[config.mk]
export PLATFORM = sky130hd
export DESIGN_NAME = seq_ctrl
export DESIGN_NICKNAME = d
export VERILOG_FILES = /design/src/rtl/seq_ctrl_pkg.sv /design/src/rtl/seq_ctrl_decode.sv /design/src/rtl/seq_ctrl.sv
export SDC_FILE = /design/constraint.sdc
export NUM_CORES = 1
export LEC_CHECK = 0
export BUFFER_PORTS_ARGS = -buffer_cell sky130_fd_sc_hd__buf_2
export CORE_MARGIN = 2
export CORE_UTILIZATION = 52
export DETAILED_ROUTE_END_ITERATION = 8
export PLACE_DENSITY = 0.91
export SYNTH_ARGS = -nofsm -noshare
export SYNTH_HDL_FRONTEND = slang
export SYNTH_SLANG_ARGS = --single-unit
[constraint.sdc]
create_clock -name CLK -period 5 [get_ports CLK]
set_input_delay 1 -clock CLK [delete_from_list [all_inputs] [get_ports CLK]]
set_output_delay 1 -clock CLK [all_outputs]
set_load 0.01 [all_outputs]
[src/rtl/seq_ctrl_pkg.sv]
// seq_ctrl shared definitions: one-hot phase encoding, opcode field and
// opcode values, rd field position.
package seq_ctrl_pkg;

  typedef enum logic [3:0] {
    PH0 = 4'b0001,
    PH1 = 4'b0010,
    PH2 = 4'b0100,
    PH3 = 4'b1000
  } ph_e;

  localparam int OPC_MSB = 15;
  localparam int OPC_LSB = 12;
  localparam int RD_LSB  = 8;

  localparam logic [3:0] OP_ADD = 4'h1;
  localparam logic [3:0] OP_LI  = 4'h2;
  localparam logic [3:0] OP_B   = 4'h3;
  localparam logic [3:0] OP_BNZ = 4'h4;
  localparam logic [3:0] OP_SGT = 4'h5;
  localparam logic [3:0] OP_MLT = 4'h6;
  localparam logic [3:0] OP_HLT = 4'hF;

  function automatic logic [3:0] opcode_of(input logic [15:0] instr);
    return instr[OPC_MSB:OPC_LSB];
  endfunction

endpackage

[src/rtl/seq_ctrl_decode.sv]
// seq_decode: combinational instruction classifier shared by the sequencer
// and the register file. Unlisted opcodes decode to NOP (all flags low).
module seq_decode
  import seq_ctrl_pkg::*;
(
  input  logic [15:0] ir,
  output logic        is_wr,
  output logic        is_br,
  output logic        is_hlt
);

  // Only the opcode field matters for classification.
  logic unused_ir_low;
  assign unused_ir_low = ^ir[OPC_LSB-1:0];

  // Map opcode to its class.
  always_comb begin
    is_wr  = 1'b0;
    is_br  = 1'b0;
    is_hlt = 1'b0;
    case (opcode_of(ir))
      OP_ADD, OP_LI, OP_SGT, OP_MLT: is_wr  = 1'b1;
      OP_B, OP_BNZ:                  is_br  = 1'b1;
      OP_HLT:                        is_hlt = 1'b1;
      default: ;
    endcase
  end

endmodule

[src/rtl/seq_ctrl.sv]
// seq_ctrl: four-phase instruction sequencer feeding the ALU.
// Optional build macro SEQ_SINGLE_STEP_EN adds a `step` input; each
// instruction then waits in an idle PH0 until a step pulse starts its fetch.
//
// state | meaning
// PH0   | fetch: request imem at pc until ack (idle when imem_req is low)
// PH1   | decode / register read
// PH2   | execute; write-class instructions arm rf_we for PH3
// PH3   | writeback: branch loads pc from q; HLT parks here forever
module seq_ctrl
  import seq_ctrl_pkg::*;
#(
  parameter logic [15:0] RESET_PC = 16'h0000,
  parameter int          RF_AW    = 3
) (
  input  logic             CLK,
  input  logic             RSTN,
`ifdef SEQ_SINGLE_STEP_EN
  input  logic             step,
`endif
  output logic             imem_req,
  output logic [15:0]      imem_addr,
  input  logic             imem_ack,
  input  logic [15:0]      imem_rdata,
  input  logic [15:0]      q,
  output logic [15:0]      ir,
  output logic [15:0]      pc,
  output logic [3:0]       ph,
  output logic             rf_we,
  output logic [RF_AW-1:0] rf_wa,
  output logic             halted
);

  ph_e              ph_q, ph_d;
  logic [15:0]      pc_q, pc_d;
  logic [15:0]      ir_q, ir_d;
  logic             req_q, req_d;
  logic             rf_we_q, rf_we_d;
  logic [RF_AW-1:0] rf_wa_q, rf_wa_d;
  logic             halted_q, halted_d;

  logic is_wr, is_br, is_hlt;
  logic idle_go;
  logic wb_refetch;

`ifdef SEQ_SINGLE_STEP_EN
  assign idle_go    = step;
  assign wb_refetch = 1'b0;
`else
  assign idle_go    = 1'b1;
  assign wb_refetch = 1'b1;
`endif

  seq_decode u_decode (
    .ir     (ir_q),
    .is_wr  (is_wr),
    .is_br  (is_br),
    .is_hlt (is_hlt)
  );

  // Next-state computation for the phase machine and its registered outputs.
  always_comb begin
    ph_d     = ph_q;
    pc_d     = pc_q;
    ir_d     = ir_q;
    req_d    = req_q;
    rf_we_d  = rf_we_q;
    rf_wa_d  = rf_wa_q;
    halted_d = halted_q;
    case (ph_q)
      PH0: begin
        if (!req_q) begin
          req_d = idle_go;
        end else if (imem_ack) begin
          ir_d  = imem_rdata;
          pc_d  = pc_q + 16'd1;
          req_d = 1'b0;
          ph_d  = PH1;
        end
      end
      PH1: ph_d = PH2;
      PH2: begin
        ph_d = PH3;
        if (is_wr) begin
          rf_we_d = 1'b1;
          rf_wa_d = ir_q[RD_LSB +: RF_AW];
        end
      end
      PH3: begin
        rf_we_d = 1'b0;
        if (is_hlt) begin
          halted_d = 1'b1;
        end else begin
          if (is_br) pc_d = q;
          ph_d  = PH0;
          req_d = wb_refetch;
        end
      end
      default: ph_d = PH0;
    endcase
  end

  // Phase machine registers; reset drops any outstanding request at once.
  always_ff @(posedge CLK or negedge RSTN) begin
    if (!RSTN) begin
      ph_q     <= PH0;
      pc_q     <= RESET_PC;
      ir_q     <= 16'h0000;
      req_q    <= 1'b0;
      rf_we_q  <= 1'b0;
      rf_wa_q  <= '0;
      halted_q <= 1'b0;
    end else begin
      ph_q     <= ph_d;
      pc_q     <= pc_d;
      ir_q     <= ir_d;
      req_q    <= req_d;
      rf_we_q  <= rf_we_d;
      rf_wa_q  <= rf_wa_d;
      halted_q <= halted_d;
    end
  end

  assign ph        = ph_q;
  assign pc        = pc_q;
  assign ir        = ir_q;
  assign imem_req  = req_q;
  assign imem_addr = pc_q;
  assign rf_we     = rf_we_q;
  assign rf_wa     = rf_wa_q;
  assign halted    = halted_q;

endmodule

[Word level (Yosys, flattened, before mapping)]
Cells that the tools add are included.
W data, S select, Z words.
Word-level totals
  register bits after elaboration: 42
  input port bits: 35
  output and inout port bits: 58
  word-level logic and storage cells: 53
Cells by class
  add/sub/neg operators: 1
  equal/unequal tests: 16
  multiplexer cells: 18
  reductions and logical operators: 11
Operator list (number)
  $mux W16: 4
  $pmux W16 S2: 1
  $add A16 B1 Y16 const B: 1
  $eq A4 B3 Y1 const B: 4
  $pmux W4 S4: 1
  $eq A4 B2 Y1 const B: 3
  $mux W4: 3
  $ne A2 B2 Y1 const B: 5
  $eq A4 B1 Y1 const B: 2
  $eq A4 B4 Y1 const B: 2
  $reduce_and A2 Y1: 4
  $mux W1: 7
  $reduce_and A3 Y1: 2
  $reduce_and A5 Y1: 1
  $pmux W1 S2: 2
  $reduce_bool A2 Y1: 2
  $reduce_or A4 Y1: 1
  $reduce_or A2 Y1: 1

[Depth between registers and ports, before layout]
  word-level depth: 6
  mapped depth: 7

[By module]
From an unflattened synthesis, not the netlist that was laid out.
Second synthesis, totals
  cell total of the unflattened synthesis: 227
  area total of the unflattened synthesis: 2326.0 um2
Modules (own cells, without submodules)
  seq_ctrl: instances 1, cells each 220, area each 2284.7 um2, seq. area each 1052.3 um2
  seq_decode: instances 1, cells each 7, area each 41.3 um2, seq. area each 0.0 um2

[Least setup slack after synthesis]
No wires, ideal clock.
  path type: in2reg
  start: input imem_ack
  end: register pc_q[0] (netlist: imem_addr[0])
  arrival: 1.921 ns
  setup slack: 2.959 ns
  stages on the path: 5
  buffers on the path: 1
  path through: nand4_1 inv_1 buf_1 nand3_1 o211a_1
On the way
  word-level cells in the longest chain between the ends: 2
Ends and longest elaborated chain
  start, declared: RTL line seq_ctrl.sv:23  | input logic imem_ack,
  $ne A2 B2 Y1 (no line)
  $reduce_and A5 Y1 (no line)
  end signal, assigned: RTL line seq_ctrl.sv:115  | pc_q <= pc_d;
  end, declared: RTL line seq_ctrl.sv:35  | logic [15:0] pc_q, pc_d;
No other way between the ends.
A chain may end at the register's enable or synchronous reset.

[Worst setup path in the final report]
  start: register ph_q[1] (netlist: ph[1])
  end: register pc_q[8] (netlist: imem_addr[8])
On the way
  word-level cells in the longest chain between the ends: 3
  elaborated cells on any way between the ends: 9
  those cells by class: eq/ne (6); mux (1); reduce/logical (2)
Ends and longest elaborated chain
  start, declared: RTL line seq_ctrl.sv:34  | ph_e ph_q, ph_d;
  start signal, assigned: RTL line seq_ctrl.sv:114  | ph_q <= ph_d;
  $eq A4 B4 Y1 / $eq A4 B1 Y1 (equally long branches): RTL line seq_ctrl.sv:70  | case (ph_q)
  $ne A2 B2 Y1 (no line) / $reduce_bool A2 Y1 (equally long branches)
  $reduce_and A5 Y1 (no line)
Several ways; a longest one is shown, not always the timed one.

==> results.yml <==
routing:
  viasPerCell: 5.735
  drtIter0Drc: 186
  avgRoutedWirePerCell_um: 14.73
  vias: 2139
  firstDrtPassIters: 6
  postRouteAntennaNets: 0
  drc: 0
  drt-total-wl_um: 5496
clock_network:
  cts_resized: 0
  postCtsHoldBufs: 0
  root_buffer: "clkbuf_8"
  clk-insertion-delay-late_ns: 0.29
  cts_made_buffers: 5
  clock_sinks: 42
  cts_tree: "built"
  clk_pin_slew_ns: 0.08
  htreeDepth: 2
  clockBufferDepth: 2
  postCtsSetupBuffers: 0
floorplanning:
  row_count: 23
  die_y_um: 69.90
  pin_count: 93
  die_x_um: 69.90
  die-area_um2: 4886
  start_util: 0.5527
  core_um2: 4086
critical_path:
  critical_path_class: "register to register"
  path_buf_inv: 2
  slowest_delay_ns: 0.71
  slowest_stage: "inv_1"
  cp.required_ns: 5.18
  arrival_ns: 2.68
  path_delay_family: "buffers and inverters"
  cp_max_fo: 30
  crit_path_cell_trace: "nor3_1, nand4_1, buf_4, inv_1, nor2_2, o22a_1"
  reg2reg_slack_ns: 2.51
  reg2reg_depth: 6
  cp.depth: 6
  crit_path_end_kind: "register"
  cp-start-kind: "register"
synthesis:
  syn_area_um2: 2258
  syn_inst: 249
  ys.flop_type: "dfrtp_1"
  ys_seq_elements: 42
  synth.top_cells.by_count: "nand2_1, dfrtp_1, buf_4, nor2_1, a21oi_1"
  yosysWarnings: 0
  synth.net_count: 285
  synth_edf_count: 0
  synth.distinct_cells: 50
  syn_area_per_cell_um2: 9.070
  synth_largest_area_cell: "dfrtp_1"
  async_reset_ff_frac: 1.000
  yosysTopAreaCellShare: 0.4543
  synthTopCellsByArea: "dfrtp_1, nand2_1, buf_4"
  ys_seq_area_frac: 0.4659
  yosysMostFrequentCell: "nand2_1"
grt:
  grt_antenna_before_repair: 0
  grt_pass1_vias: 1933
  grt_overflow_total: 0
  grt_use_total: 0.2193
  grt_max_degree: 43
  grt_pass1_wl_um: 8763
placed_design:
  hpwl_um: 3735
  port_buffers: 92
  place.gp.congestion: 0.8607
  dp.cells: 365
layout:
  multi_input_area_um2: 989.7
  syn_to_final_growth_pct: 20.44
  n_fill_cell: 354
  num-nets-final: 358
  fin_cells: 373
  seq_area_um2: 1052
  drive_above_1_share: 0.3467
  n_antenna_cell: 0
power:
  leakagePower_uw: 0.001352
  vdd_drop_max_mv: 0.2998
  powerDensity_nw_per_um2: 569.5
status:
  status: "complete, no violations"
hold_path:
  hold_path.class: "register to register"
  holdPathStages: 2
timing:
  setup-violations-final: 0
  max_slew_margin: 0.3884
  drv_slew: 0
  skew_ns: 0.005632
  finalHoldViolCount: 0
  fin_crit_sh: 0.4984
  tightest_slew_ns: 0.9164
  timing.fmax_ghz: 0.4013
  fin_crit_ns: 2.492
  rsz0062_at_grt: "false"
  tns_ns: 0
job:
  drv_cap: 0
registers in the layout, indices dropped and copies added, names as in the netlist:
signal,cells
imem_addr,16
ir,16
ph,4
rf_wa,3
halted,1
imem_req,1
rf_we,1
final timing paths:
check                             startpoint                        to
hold / removal             ir[6]$_DFFE_PN0P_         ir[6]$_DFFE_PN0P_
min in group asynchronous               RSTN  imem_addr[9]$_DFFE_PN0P_
max in group asynchronous               RSTN         ph[1]$_DFFE_PN0P_
hold reg to reg            ir[6]$_DFFE_PN0P_         ir[6]$_DFFE_PN0P_
setup / recovery           ph[1]$_DFFE_PN0P_  imem_addr[8]$_DFFE_PN0P_
setup reg to reg           ph[1]$_DFFE_PN0P_  imem_addr[8]$_DFFE_PN0P_
per-layer routing:
layer / vias to the layer above / part of all wire / GRT usage / routed length, µm
li1: 1020 / - / - / -
met1: 979 / 0.42 / 0.2930 / 2294
met2: 124 / 0.48 / 0.3545 / 2657
met3: 16 / 0.087 / 0.05195 / 479
met4: 0 / 0.012 / 0.06838 / 64
met5: - / 0 / 0 / 0
logic make-up (layout without fill, tap and decap cells):
logic type,count (synthesis),after routing,share of synthesized area
adders and majority gates,1,1,0.005539
DFF,42,42,0.4659
AOI/OAI and AO/OA,59,59,0.1867
xor gates and xnor gates,1,1,0.003879
muxes,3,3,0.01496
and+or+nand+nor,108,108,0.2272
buffers and inverters,35,109,0.09585
tightest hold or removal path, delay by kind of cell (launching register included):
| family | cells | cell delay [ns] |
|---|---|---|
| flip-flops | 1 | 0.34 |
| AND/OR/NAND/NOR | 2 | 0.11 |
power by group:
part           leakage, µW  total (µW)  internal [µW]  switching (µW)
Combinational     0.000793         653            271             382
Sequential        0.000509         626            470             156
Clock            0.0000504         269            149             121
Total              0.00135        1550            890             659
stage by stage:
stage	total power, µW	setup slack [ns]	hold WS, ns	util	cell area [µm²]
3_3_place_gp	1250	2.329	0.4590	0.6378	2606
6_report	1549	2.508	0.4814	0.6656	2720
3_5_place_dp	1280	2.261	0.4616	0.6378	2606
2_1_floorplan	1069	2.959	0.5134	-	2258
5_1_grt	1652	2.325	0.5045	0.6656	2720
4_1_cts	1553	2.493	0.4860	0.6656	2720
layout make-up:
cell class | count | area share
Clock buffer | 5 | 0.02530
Sequential cell | 42 | 0.3868
Timing Repair Buffer | 94 | 0.1748
Inverter | 7 | 0.009660
Clock inverter | 3 | 0.01656
Multi-Input combinational cell | 172 | 0.3638
Tap cell | 50 | 0.02300
placed cells by master, fill, tap and decap left out, types with 2 or more instances in the layout:
cell         n
buf_4        2
buf_2       92
a2bb2oi_1    2
clkinvlp_4   2
o22ai_1      6
o21a_1       2
clkbuf_8     5
nor4_1       3
dfrtp_1     41
a41oi_1      2
o22a_1       4
nor3_1       6
nand4_1      6
a31oi_1      7
and4_1       2
mux2_2       3
and3_1       3
nand3_1      8
a21oi_1     10
a22oi_1      5
o21ai_0      8
inv_1        7
nor2_1      13
nand2_1     58
(Power assumes the default switching activity.)
